--- src/rtl/id_fetch_rx_if.sv ---
// ID-stage bundle: fetch bundle and forwarded operands in, fetch control and ID/EX bundle out.
interface id_fetch_rx_if;
  logic [61:0] i_ID_DATA;
  logic [31:0] rs_val;
  logic [31:0] rt_val;
  logic        ext_stall;
  logic        PCWrite;
  logic        IF_FLUSH;
  logic        jpcAvail;
  logic [29:0] JPC;
  logic [61:0] o_EX_DATA;
  logic        o_stalling;

  modport master (
    output i_ID_DATA, rs_val, rt_val, ext_stall,
    input  PCWrite, IF_FLUSH, jpcAvail, JPC, o_EX_DATA, o_stalling
  );

  modport slave (
    input  i_ID_DATA, rs_val, rt_val, ext_stall,
    output PCWrite, IF_FLUSH, jpcAvail, JPC, o_EX_DATA, o_stalling
  );
endinterface

--- src/rtl/id_fetch_rx.sv ---
// ID front end: hazard stall, branch/jump resolution, ID/EX register (1 cycle to o_EX_DATA).
// Backpressure: hazards hold fetch via PCWrite=0 and issue bubbles; ext_stall freezes everything.
module id_fetch_rx #(
  parameter int unsigned LOAD_USE_STALL    = 1,
  parameter int unsigned BRANCH_LOAD_STALL = 2,
  parameter int unsigned BRANCH_ALU_STALL  = 1
) (
  input  logic         clk,
  input  logic         rst,
  id_fetch_rx_if.slave bus
);

  typedef struct packed {
    logic [29:0] pcp1;
    logic [31:0] instr;
  } bundle_t;

  typedef enum logic {RUN, STALL} state_t;

  localparam logic [1:0] LUS_N = 2'(LOAD_USE_STALL);
  localparam logic [1:0] BLS_N = 2'(BRANCH_LOAD_STALL);
  localparam logic [1:0] BAS_N = 2'(BRANCH_ALU_STALL);

  localparam logic [5:0] OP_RTYPE = 6'b000000;
  localparam logic [5:0] OP_J     = 6'b000010;
  localparam logic [5:0] OP_JAL   = 6'b000011;
  localparam logic [5:0] OP_BEQ   = 6'b000100;
  localparam logic [5:0] OP_BNE   = 6'b000101;
  localparam logic [5:0] OP_LW    = 6'b100011;
  localparam logic [5:0] OP_SW    = 6'b101011;
  localparam logic [5:0] FN_JR    = 6'b001000;

  state_t      state, state_nx;
  logic [1:0]  cnt, cnt_nx;
  logic [1:0]  n;
  bundle_t     id_b, ex_q, ex_nx;

  // ID-side decode
  logic [5:0]  id_op;
  logic [4:0]  id_rs, id_rt;
  logic        id_rtype, id_jr, id_j, id_jal, id_beq, id_bne, id_ialu, id_lw, id_sw;
  logic        id_reads_rs, id_reads_rt, id_branch;

  // EX-side decode
  logic [5:0]  ex_op;
  logic        ex_rtype, ex_ialu, ex_lw, ex_jal;
  logic [4:0]  ex_dest;
  logic        hit;

  // redirect
  logic        operands_eq, taken;
  logic [29:0] br_tgt, tgt;
  logic        redirect, pc_write;

  assign id_b  = bus.i_ID_DATA;
  assign id_op = id_b.instr[31:26];
  assign id_rs = id_b.instr[25:21];
  assign id_rt = id_b.instr[20:16];

  assign id_rtype = (id_op == OP_RTYPE) && (id_b.instr != 32'd0);
  assign id_jr    = id_rtype && (id_b.instr[5:0] == FN_JR);
  assign id_j     = (id_op == OP_J);
  assign id_jal   = (id_op == OP_JAL);
  assign id_beq   = (id_op == OP_BEQ);
  assign id_bne   = (id_op == OP_BNE);
  assign id_ialu  = (id_op[5:3] == 3'b001);
  assign id_lw    = (id_op == OP_LW);
  assign id_sw    = (id_op == OP_SW);

  assign id_reads_rs = id_rtype || id_ialu || id_lw || id_sw || id_beq || id_bne;
  assign id_reads_rt = (id_rtype && !id_jr) || id_sw || id_beq || id_bne;
  assign id_branch   = id_beq || id_bne || id_jr;

  assign ex_op    = ex_q.instr[31:26];
  assign ex_rtype = (ex_op == OP_RTYPE) && (ex_q.instr != 32'd0);
  assign ex_ialu  = (ex_op[5:3] == 3'b001);
  assign ex_lw    = (ex_op == OP_LW);
  assign ex_jal   = (ex_op == OP_JAL);

  always_comb begin
    ex_dest = 5'd0;
    if (ex_rtype)
      ex_dest = ex_q.instr[15:11];
    else if (ex_ialu || ex_lw)
      ex_dest = ex_q.instr[20:16];
    else if (ex_jal)
      ex_dest = 5'd31;
  end

  // $0 is never a real producer, so it is filtered before the compare
  assign hit = (ex_dest != 5'd0) &&
               ((id_reads_rs && (id_rs == ex_dest)) || (id_reads_rt && (id_rt == ex_dest)));

  always_comb begin
    n = 2'd0;
    if (hit) begin
      if (id_branch)
        n = ex_lw ? BLS_N : BAS_N;
      else if (ex_lw)
        n = LUS_N;
    end
  end

  assign operands_eq = (bus.rs_val == bus.rt_val);
  assign taken       = id_j || id_jal || id_jr || (id_beq && operands_eq) || (id_bne && !operands_eq);
  assign br_tgt      = id_b.pcp1 + {{14{id_b.instr[15]}}, id_b.instr[15:0]};

  always_comb begin
    tgt = br_tgt;
    if (id_j || id_jal)
      tgt = {id_b.pcp1[29:26], id_b.instr[25:0]};
    else if (id_jr)
      tgt = bus.rs_val[31:2];
  end

  always_comb begin
    state_nx = state;
    cnt_nx   = cnt;
    ex_nx    = ex_q;
    pc_write = 1'b0;
    redirect = 1'b0;
    if (!bus.ext_stall) begin
      case (state)
        RUN: begin
          if (n != 2'd0) begin
            ex_nx = '0;
            if (n > 2'd1) begin
              state_nx = STALL;
              cnt_nx   = n - 2'd1;
            end
          end else begin
            pc_write = 1'b1;
            ex_nx    = id_b;
            redirect = taken;
          end
        end
        STALL: begin
          ex_nx  = '0;
          cnt_nx = cnt - 2'd1;
          if (cnt <= 2'd1)
            state_nx = RUN;
        end
        default: state_nx = RUN;
      endcase
    end
  end

  always_ff @(posedge clk or negedge rst) begin
    if (!rst) begin
      state <= RUN;
      cnt   <= 2'd0;
      ex_q  <= '0;
    end else begin
      state <= state_nx;
      cnt   <= cnt_nx;
      ex_q  <= ex_nx;
    end
  end

  assign bus.PCWrite    = pc_write;
  assign bus.IF_FLUSH   = redirect;
  assign bus.jpcAvail   = redirect;
  assign bus.JPC        = redirect ? tgt : id_b.pcp1;
  assign bus.o_EX_DATA  = ex_q;
  assign bus.o_stalling = (state == STALL) || ((state == RUN) && (n != 2'd0));

endmodule

--- src/flat_wrapper.sv ---
// flat-port wrapper written by rule: the top's interface ports become plain ports
module id_fetch_rx_flat 
#(
  parameter int unsigned LOAD_USE_STALL    = 1,
  parameter int unsigned BRANCH_LOAD_STALL = 2,
  parameter int unsigned BRANCH_ALU_STALL  = 1
)
  (clk, rst, bus_i_ID_DATA, bus_rs_val, bus_rt_val, bus_ext_stall, bus_PCWrite, bus_IF_FLUSH, bus_jpcAvail, bus_JPC, bus_o_EX_DATA, bus_o_stalling);
  id_fetch_rx_if bus_i ();
  input  logic clk;
  input  logic rst;
  input wire logic [$bits(bus_i.i_ID_DATA)-1:0] bus_i_ID_DATA;
  input wire logic [$bits(bus_i.rs_val)-1:0] bus_rs_val;
  input wire logic [$bits(bus_i.rt_val)-1:0] bus_rt_val;
  input wire logic [$bits(bus_i.ext_stall)-1:0] bus_ext_stall;
  output wire logic [$bits(bus_i.PCWrite)-1:0] bus_PCWrite;
  output wire logic [$bits(bus_i.IF_FLUSH)-1:0] bus_IF_FLUSH;
  output wire logic [$bits(bus_i.jpcAvail)-1:0] bus_jpcAvail;
  output wire logic [$bits(bus_i.JPC)-1:0] bus_JPC;
  output wire logic [$bits(bus_i.o_EX_DATA)-1:0] bus_o_EX_DATA;
  output wire logic [$bits(bus_i.o_stalling)-1:0] bus_o_stalling;
  assign bus_i.i_ID_DATA = bus_i_ID_DATA;
  assign bus_i.rs_val = bus_rs_val;
  assign bus_i.rt_val = bus_rt_val;
  assign bus_i.ext_stall = bus_ext_stall;
  assign bus_PCWrite = bus_i.PCWrite;
  assign bus_IF_FLUSH = bus_i.IF_FLUSH;
  assign bus_jpcAvail = bus_i.jpcAvail;
  assign bus_JPC = bus_i.JPC;
  assign bus_o_EX_DATA = bus_i.o_EX_DATA;
  assign bus_o_stalling = bus_i.o_stalling;
  id_fetch_rx #(.LOAD_USE_STALL(LOAD_USE_STALL), .BRANCH_LOAD_STALL(BRANCH_LOAD_STALL), .BRANCH_ALU_STALL(BRANCH_ALU_STALL)) u_core (.clk(clk), .rst(rst), .bus(bus_i));
endmodule
--- config.mk ---
export PLATFORM = sky130hd
export DESIGN_NAME = id_fetch_rx_flat
export DESIGN_NICKNAME = d
export VERILOG_FILES = /design/src/rtl/id_fetch_rx_if.sv /design/src/rtl/id_fetch_rx.sv /design/src/flat_wrapper.sv
export SDC_FILE = /design/constraint.sdc
export NUM_CORES = 1
export LEC_CHECK = 0
export CAP_MARGIN = 30
export CORE_AREA = 2 2 118 120
export DETAILED_ROUTE_END_ITERATION = 10
export DIE_AREA = 0 0 120 122
export GPL_TIMING_DRIVEN = 0
export MAX_ROUTING_LAYER = met4
export PLACE_DENSITY = 0.92
export SLEW_MARGIN = 20
export SYNTH_ARGS = -nofsm -noshare
export SYNTH_HDL_FRONTEND = slang
export SYNTH_SLANG_ARGS = --single-unit
--- constraint.sdc ---
create_clock -name clk -period 5.9 [get_ports clk]
set_clock_uncertainty 0.15 [all_clocks]
set_input_delay 0.59 -clock clk [delete_from_list [all_inputs] [get_ports clk]]
set_output_delay 0.59 -clock clk [all_outputs]
set_load 0.05 [all_outputs]
==> metrics list, run 1 <==
* Number of DRC markers in iteration 0: 737
- In the global route stage, overall resource usage came out at 0.3586.
- Final Setup Violations: 0
- When the netlist entered floorplanning its net count stood at 976.
* Slack of the worst reg-to-reg path: 1.29 ns
- Net count of the finished layout: 1,220
- The H-tree was split into 3 levels.
- Minimum hold slack: 0.01585 ns
- Detailed placer's ending HPWL: 20,000 um
- Primary flip-flop cell chosen by synthesis mapping: dfrtp_1
- CTS root buf: clkbuf_16
* Post-synthesis register bit count: 65
* Number of buffer and inverter instances along the worst setup path: 5
* I/O pins: 225
- Sequential power share: 0.267
- The worst setup path is launched from an input port.
* Vias per cell: 6.069
- Part of the power in combinational logic: 0.402
- In this run the worst path has a maximum fanout of 10.
- Count of input and output buffers: 224
- Entering global routing, the biggest net connects 39 pins.
- Overflow after GRT: 0
* Critical path data arrival time: 5.12 ns
- Worst hold path class: in -> async
* Commonest non-fill, non-tap cell in the layout: clkdlybuf4s50_1
- TritonCTS created 9 clock buffers.
- Summing all non-filler instances in the final layout gives an area of 9039 um2.
- Headroom to the max-slew limit came out at 0.4215.
- Max capacitance violation total: 0
- First drt pass iteration count: 5
- Switching power total: 753.4 uW
* Sequential element share of the synthesized area: 0.2687
- For this design, the sink count on the clock tree is 65.
- In the final timing run, aggregate negative setup slack is 0 ns.
- The hold violation total from the final report is 0.
- Via count of the first global-routing pass: 7,293
- The flow ran to the end, and the final reports show no timing, DRC or antenna violations.
- The cell count after synthesis came out at 813.
- Proportion of power drawn by the clock network: 0.331
* Die extent in x: 120 um
- IR analysis of the VDD net gives a maximum drop of 0.0001278 V.
- Measured in cells, the most critical reg-to-reg path has a length of 18.
- Reg2reg start: u_core.bus.o_EX_DATA[30]
- After synthesis the cells add up to 6055 um2.
- Worst stage delay on the critical path: 0.54 ns
- The floorplan step defined a die boundary enclosing 14,640 um2.
- Cell family contributing the most delay on the critical path: simple AND/OR/NAND/NOR gates
* Final routed wirelength across all metal layers: 25,850 um
- Worst Max-Slew Pin Slew: 0.8598 ns
- Leakage power: 0.003890 uW
- The internal portion of the total power is 1219 uW.
- In this run the critical register-to-register path is captured at u_core.bus.o_EX_DATA[49].
- At the end of routability-driven placement, the weighted congestion stood at 0.9969.
- STA classifies the critical path endpoint as a primary output.
- The longest clock path from root to sink contains 2 buffers.
* YS warnings: 0
- The setup path with the least slack is of type in -> out.
* Max Clk Rate: 170.8 MHz
* Areal power density over the cells: 218.2 nW/um2
- Ordered cell list for the critical path: clkdlybuf4s50_1, nor4_2, nand4_1, o211ai_1, nand2b_2, clkbuf_4, nand2_1, ha_1, and3_1, inv_1, ha_2, nor2b_4, clkinv_4, nor3_4, and4_1, a211o_4, nand2_1, mux2_2, mux2i_1, a211o_2, buf_8
- Of the total power, the share spent switching nets is 0.3821.
* Antenna violations before repair: 0
* Standard cell core area: 13,500 um2
* CP dominant cell by count: nand2_1
- In the final layout, the share of cells above drive strength 1 is 0.09322.
- The detailed router placed 7,538 vias in this run.
- Clock latency of the later-clocked register in the worst-skew pair: 0.34 ns
* Die span in y: 122 um
- For this configuration, the core starts out at a cell density of 0.4483.
* Detail Route Antenna Nets: 0
* Hold_buf cts: 0
- Setup repair after global routing could not meet its margin everywhere.
* Cell area after placement: 8589 um2
* Clock tree from TritonCTS: done
- Avg WL per Cell: 20.81 um
- On the critical path, the stage with the largest delay is an instance of clkdlybuf4s50_1.
- Of the available clock period, the critical path in the final layout requires 0.9926.
- Clock period minus worst slack: 5.856 ns
* Required time at the worst-slack endpoint: 5.16 ns
- Yosys mapped the design onto 74 distinct sky130hd cell types.
- The repair_antennas step left the layout with diodes totalling 0.
* Standard-cell rows: 43
- Total DRC errors in the routed layout: 0
* Count of flip-flops with a built-in enable after synthesis: 0
- Area growth, synth to finish: 49.29%
- After clock tree synthesis, the clock-pin slew on the worst setup and hold paths is 0.06 ns.
* Number of pins exceeding their max-slew limit in the final report: 0
- Average footprint of a synthesized cell: 7.447 um2
- Leaving out fill and tap cells, the most frequent cells in the layout are 188 x clkdlybuf4s50_1, 182 x nand2_1, 94 x o21ai_0, 64 x dfrtp_1, 40 x xnor2_1.
* Wire length of the first global-routing pass: 39,380 um
- Of all flip-flops after synthesis, the portion carrying an async set or reset was 1.000.
power by group through the flow:
stage               combinational [uW]  sequential (uW)  clock (uW)
global placement                   771              532           0
global route                       843              530         671
finish                             793              526         653
floorplan                          336              658           0
CTS                                776              525         650
detailed placement                 779              532           0
Yosys cell counts, types with 3 or more instances:
| cell | n | area share |
|---|---|---|
| inv_1 | 23 | 0.014 |
| o21bai_1 | 3 | 0.0037 |
| nand4_1 | 13 | 0.013 |
| o211ai_1 | 26 | 0.032 |
| mux2_2 | 3 | 0.0056 |
| nand2b_1 | 8 | 0.0083 |
| nand3_1 | 11 | 0.0091 |
| buf_1 | 4 | 0.0025 |
| o31ai_1 | 12 | 0.015 |
| xor2_1 | 15 | 0.022 |
| a31oi_1 | 5 | 0.0052 |
| nor2b_1 | 7 | 0.0072 |
| ha_1 | 33 | 0.068 |
| a21o_1 | 11 | 0.014 |
| nor3b_1 | 3 | 0.0037 |
| o21a_1 | 6 | 0.0074 |
| o21ai_0 | 110 | 0.091 |
| a22o_1 | 5 | 0.0072 |
| dfrtp_1 | 65 | 0.27 |
| a21oi_1 | 29 | 0.024 |
| nand2_1 | 182 | 0.11 |
| a211oi_1 | 8 | 0.0099 |
| mux2i_1 | 6 | 0.0099 |
| nor4_1 | 13 | 0.013 |
| and4_1 | 3 | 0.0043 |
| a21boi_0 | 5 | 0.0062 |
| and3_1 | 10 | 0.010 |
| nor3_1 | 13 | 0.011 |
| a211o_2 | 4 | 0.0066 |
| xnor2_1 | 40 | 0.058 |
| and2_1 | 3 | 0.0031 |
| clkbuf_1 | 35 | 0.022 |
| nor2_1 | 40 | 0.025 |
| or3_1 | 6 | 0.0062 |
| a211o_1 | 7 | 0.010 |
layout make-up:
| cell class | count | area [um2] |
|---|---|---|
| timing repair buffer | 234 | 2245 |
| clock buffer | 9 | 225.2 |
| tap | 180 | 225.2 |
| buffer | 42 | 188.9 |
| clock inverter | 7 | 125.1 |
| fill | 1112 | 4466 |
| sequential | 65 | 1628 |
| multi-input combinational | 681 | 4303 |
| inverter | 24 | 98.84 |
through the flow:
| stage | worst slack [ns] | utilization | std cells | total power, uW |
|---|---|---|---|---|
| after global routing | -0.1393 | 0.6693 | 1242 | 2044 |
| final | 0.04377 | 0.6693 | 1242 | 1972 |
| after global placement | -1.702 | 0.6348 | 1217 | 1303 |
| after CTS | -0.1814 | 0.6629 | 1233 | 1951 |
| after floorplan | 0.01568 | - | 813 | 993.3 |
| after detailed placement | -1.799 | 0.6361 | 1218 | 1311 |
timing repair:
action	4_1_cts	5_1_grt
gates resized for setup	73	52
gates cloned	0	1
buffers inserted	0	7
pin swaps	0	4
setup endpoints to repair	33	32
worst max path at each step:
stage                                         from     endpoint  cells after the start
after floorplan           u_core.bus.o_EX_DATA[29]  bus_JPC[28]                     21
after global placement           bus_i_ID_DATA[15]  bus_JPC[29]                     22
after detailed placement         bus_i_ID_DATA[15]  bus_JPC[29]                     22
after CTS                         bus_i_ID_DATA[7]  bus_JPC[29]                     21
after global routing              bus_i_ID_DATA[7]  bus_JPC[29]                     21
final                             bus_i_ID_DATA[7]  bus_JPC[29]                     21
registers in the layout (all words and copies together) (netlist names):
name	cells
u_core.state	1
u_core.cnt	2
u_core.bus.o_EX_DATA	62
layer usage:
layer	GRT usage	part of all wire	up-vias
li1	-	-	3428
met5	-	0	-
met1	0.4380	0.39	3518
met3	0.05946	0.093	95
met2	0.5799	0.47	497
met4	0.1699	0.048	0
cells by family after synthesis:
group / Yosys count / synth area share
and+or+nand+nor: 321 / 0.2397
AOI/OAI and AO/OA: 262 / 0.2802
buffers and inverters: 67 / 0.04484
DFF: 65 / 0.2687
xor gates and xnor gates: 55 / 0.07956
adders and majority gates: 34 / 0.07150
muxes: 9 / 0.01550
Note: power is estimated with default switching activity, not from simulation.
==> inputs of run 2 (changes only) <==
--- a/config.mk
+++ b/config.mk
@@ -5,7 +5,6 @@
 export SDC_FILE = /design/constraint.sdc
 export NUM_CORES = 1
 export LEC_CHECK = 0
-export CAP_MARGIN = 30
 export CORE_AREA = 2 2 118 120
 export DETAILED_ROUTE_END_ITERATION = 10
 export DIE_AREA = 0 0 120 122
==> run 2 against run 1 <==
  * Wire length shrank 0.85%
  * Final cell count shrank 0.40%
  * First-iteration DRC count grew 4.6%
  * Worst setup slack lost 0.027 ns
  * Largest power group unchanged
  * Highest routed layer unchanged
==> metrics list, run 2 (synthesized netlist as in run 1, its figures left out) <==
- The detailed-route wire length came to 25,630 um (-0.85%).
* CTS HTree Levels: 3 (unchanged)
- The count of unresolved DRC violations after routing came to 0 (unchanged).
- Result of the run: complete, no violations
- The global-route wire length before repair was 39,380 um (unchanged).
- Antenna cells: 0 (unchanged)
* Crit Path Category: in -> out
- The overall track demand over capacity in global routing was 0.3586 (unchanged).
- Via count of the first global-routing pass: 7,293 (unchanged)
* Hold violation total from the final report: 0 (unchanged)
- Net count of the finished layout: 1,215 (-0.41%)
* Crit path depth: 21 (unchanged)
- Worst hold path class: in -> async
- Clock transition at the registers of the reported paths: 0.06 ns (about the same)
* Max clock buf depth: 2 (unchanged)
- The number of setup violations in the final report came to 0 (unchanged).
* Count of input and output buffers: 224 (unchanged)
* Die extent in x: 120 um (unchanged)
- Largest net degree at the start of global routing: 39 (unchanged)
- Vias per cell: 6.052 (-0.29%)
- The area used by sequential logic in the layout came to 1628 um2 (unchanged).
* Critical path data arrival time: 5.14 ns (+0.02 ns)
- Slack of the worst reg-to-reg path: 1.24 ns (-0.05 ns)
- The data required time of the worst path came to 5.16 ns (about the same).
- The number of placement rows was 43 (unchanged).
- I/O pins: 225 (unchanged)
* Area growth, synth to finish: 47.94%
* Detailed placer's ending HPWL: 20,000 um (unchanged)
* Max capacitance violation total: 0 (unchanged)
- Cell family contributing the most delay on the critical path: simple AND/OR/NAND/NOR gates
- Post-route clock period utilization: 0.9972 (+0.004592)
- Starting utilization of the core area: 0.4483 (unchanged)
* Clock latency of the later-clocked register in the worst-skew pair: 0.34 ns (about the same)
* Final weighted congestion of routability-driven global placement: 0.9969 (unchanged)
- Crit start category: input port
- The standard cell core area was 13,500 um2 (unchanged).
* Post-route worst setup slack: 0.01667 ns (-0.02710 ns)
* Number of buffers created by CTS: 9 (unchanged)
- The total power consumption of the routed design is 1969 uW (-0.16%).
- The worst register-to-register path begins at u_core.bus.o_EX_DATA[30].
- Highest-count cells in the layout ignoring fill and taps: 188 x clkdlybuf4s50_1, 182 x nand2_1, 94 x o21ai_0, 64 x dfrtp_1, 40 x xnor2_1
- Worst slew margin relative to its limit: 0.2960 (-0.1255)
- Leaving out fill and tap cells, the most frequent cell in the layout is clkdlybuf4s50_1.
- Among all stages on the critical path, the largest delay is contributed by clkdlybuf4s50_1.
- Number of pins exceeding their max-slew limit in the final report: 0 (unchanged)
- The worst hold slack was 0.01452 ns (-0.001334 ns).
- In this run the critical register-to-register path is captured at u_core.bus.o_EX_DATA[27].
* Total Die Area: 14,640 um2 (unchanged)
- The height of the die was 122 um (unchanged).
- Max Clk Rate: 170.0 MHz (-0.46%)
* Area occupied by multi-input gates: 4293 um2 (-0.23%)
- The worst ir drop on vdd is 0.0001304 V (+2.0%).
- TritonCTS Sinks: 65 (unchanged)
* Worst Reg-to-Reg Cells: 17 (-1)
* Antenna violations before repair: 0 (unchanged)
* Hold_buf cts: 0 (unchanged)
- Overflow after GRT: 0 (unchanged)
- The number of detailed-route iterations in the first pass was 5 (unchanged).
- The first-iteration detailed-routing DRC count is 771 (+4.6%).
- The worst setup path is captured at a primary output.
* CTS root buf: clkbuf_16
* Worst-path fanout max: 10 (unchanged)
* Leakage power: 0.003855 uW (-0.90%)
* Fraction of final layout cells sized beyond drive strength 1: 0.09177 (-0.001451)
- Avg WL per Cell: 20.72 um (-0.45%)
- Worst-case setup slack after placement: -1.799 ns (unchanged)
- Flip-flop count of the largest register, all copies and words added: 62 (unchanged)
- The power density over the cells was 219.8 nW/um2 (+0.75%).
- TritonCTS built the clock tree.
- The total via count after detailed routing is 7,486 (-0.69%).
- Unrepaired setup endpoints after global routing: true
* Clock period minus worst slack: 5.883 ns (+0.02710 ns)
- The slew at the pin closest to its max-slew limit was 1.056 ns (+0.1962 ns).
- The total buffers and inverters traversed by the critical path is 5 (unchanged).
- Ordered cell list for the critical path: clkdlybuf4s50_1, nor4_4, nand4_1, o211ai_1, nand2b_2, clkbuf_4, nand2_1, ha_1, and3_1, inv_1, ha_1, nor2b_4, clkinv_4, nor3_4, and4_1, a211o_4, nand2_1, mux2_2, mux2i_1, a211o_2, buf_6
- The delay of the slowest cell on the worst path came to 0.57 ns (+0.03 ns).
- Detail Route Antenna Nets: 0 (unchanged)
- The final-layout fill cell count was 1,123 (+0.99%).
-- run 2: cell count changes in the layout (fill, tap and decap cells not counted), sizes merged --
cell	before	now
dlygate4sd2	8	5
buf	22	18
clkbuf	60	64
clkdlybuf4s15	6	4
-- run 2: worst max path at each step --
stage | startpoint | end | slack [ns]
after detailed placement | bus_i_ID_DATA[15] | bus_JPC[29] | -1.80
final | bus_i_ID_DATA[0] | bus_JPC[29] | 0.02
after CTS | bus_i_ID_DATA[7] | bus_JPC[29] | -0.18
after global placement | bus_i_ID_DATA[15] | bus_JPC[29] | -1.70
after global routing | bus_i_ID_DATA[7] | bus_JPC[29] | -0.17
after floorplan | u_core.bus.o_EX_DATA[29] | bus_JPC[28] | 0.02
-- run 2: worst register-to-register path: stages (launching register included) --
cell      delay, ns
dfrtp_2        0.42
buf_6          0.14
or3_1          0.29
buf_2          0.16
or4_4          0.48
a211oi_2       0.29
nor3_1         0.08
o221a_2        0.28
and3_1         0.14
a31o_2         0.23
and3_1         0.20
inv_1          0.06
ha_1           0.20
nor2b_4        0.21
clkbuf_1       0.40
buf_1          0.50
nand2_1        0.17
o21ai_0        0.18
-- run 2: through the flow --
step	utilization	TNS [ns]	area [um2]	cells
final	0.6633	0	8957	1237
after CTS	0.6629	-0.1814	8952	1233
after global routing	0.6633	-0.1797	8957	1237
after detailed placement	0.6361	-33.36	8589	1218
after floorplan	-	0	6105	813
after global placement	0.6348	-31.23	8572	1217
-- run 2: where the power goes --
| part | switching [uW] | internal (uW) |
|---|---|---|
| Combinational | 478 | 311 |
| Sequential | 38.4 | 487 |
| Clock | 237 | 418 |
-- run 2: per-layer routing --
layer	track usage	wire, um	vias up
li1	-	-	3423
met1	0.4380	10080	3519
met2	0.5799	12060	450
met3	0.05946	2235	94
met4	0.1699	1253	0
met5	-	0	-
-- run 2: what timing repair did --
item,CTS,global route
endpoints found under the setup margin,33,32
pin swaps,0,3
buffers inserted,0,4
gates resized for setup,73,56
-- run 2: area by class of cell --
class / count / area share
clock inverter: 7 / 0.01397
inverter: 24 / 0.01104
multi-input combinational: 681 / 0.4793
clock buffer: 9 / 0.02514
sequential: 65 / 0.1817
buffer: 42 / 0.02109
timing repair buffer: 229 / 0.2426
tap: 180 / 0.02514
==> inputs of run 3 (changes only) <==
--- a/config.mk
+++ b/config.mk
@@ -5,6 +5,7 @@
 export SDC_FILE = /design/constraint.sdc
 export NUM_CORES = 1
 export LEC_CHECK = 0
+export CAP_MARGIN = 20
 export CORE_AREA = 2 2 118 120
 export DETAILED_ROUTE_END_ITERATION = 10
 export DIE_AREA = 0 0 120 122
==> results of run 3 <==
The final DEF is identical to that of run 2; final timing and power are the same.
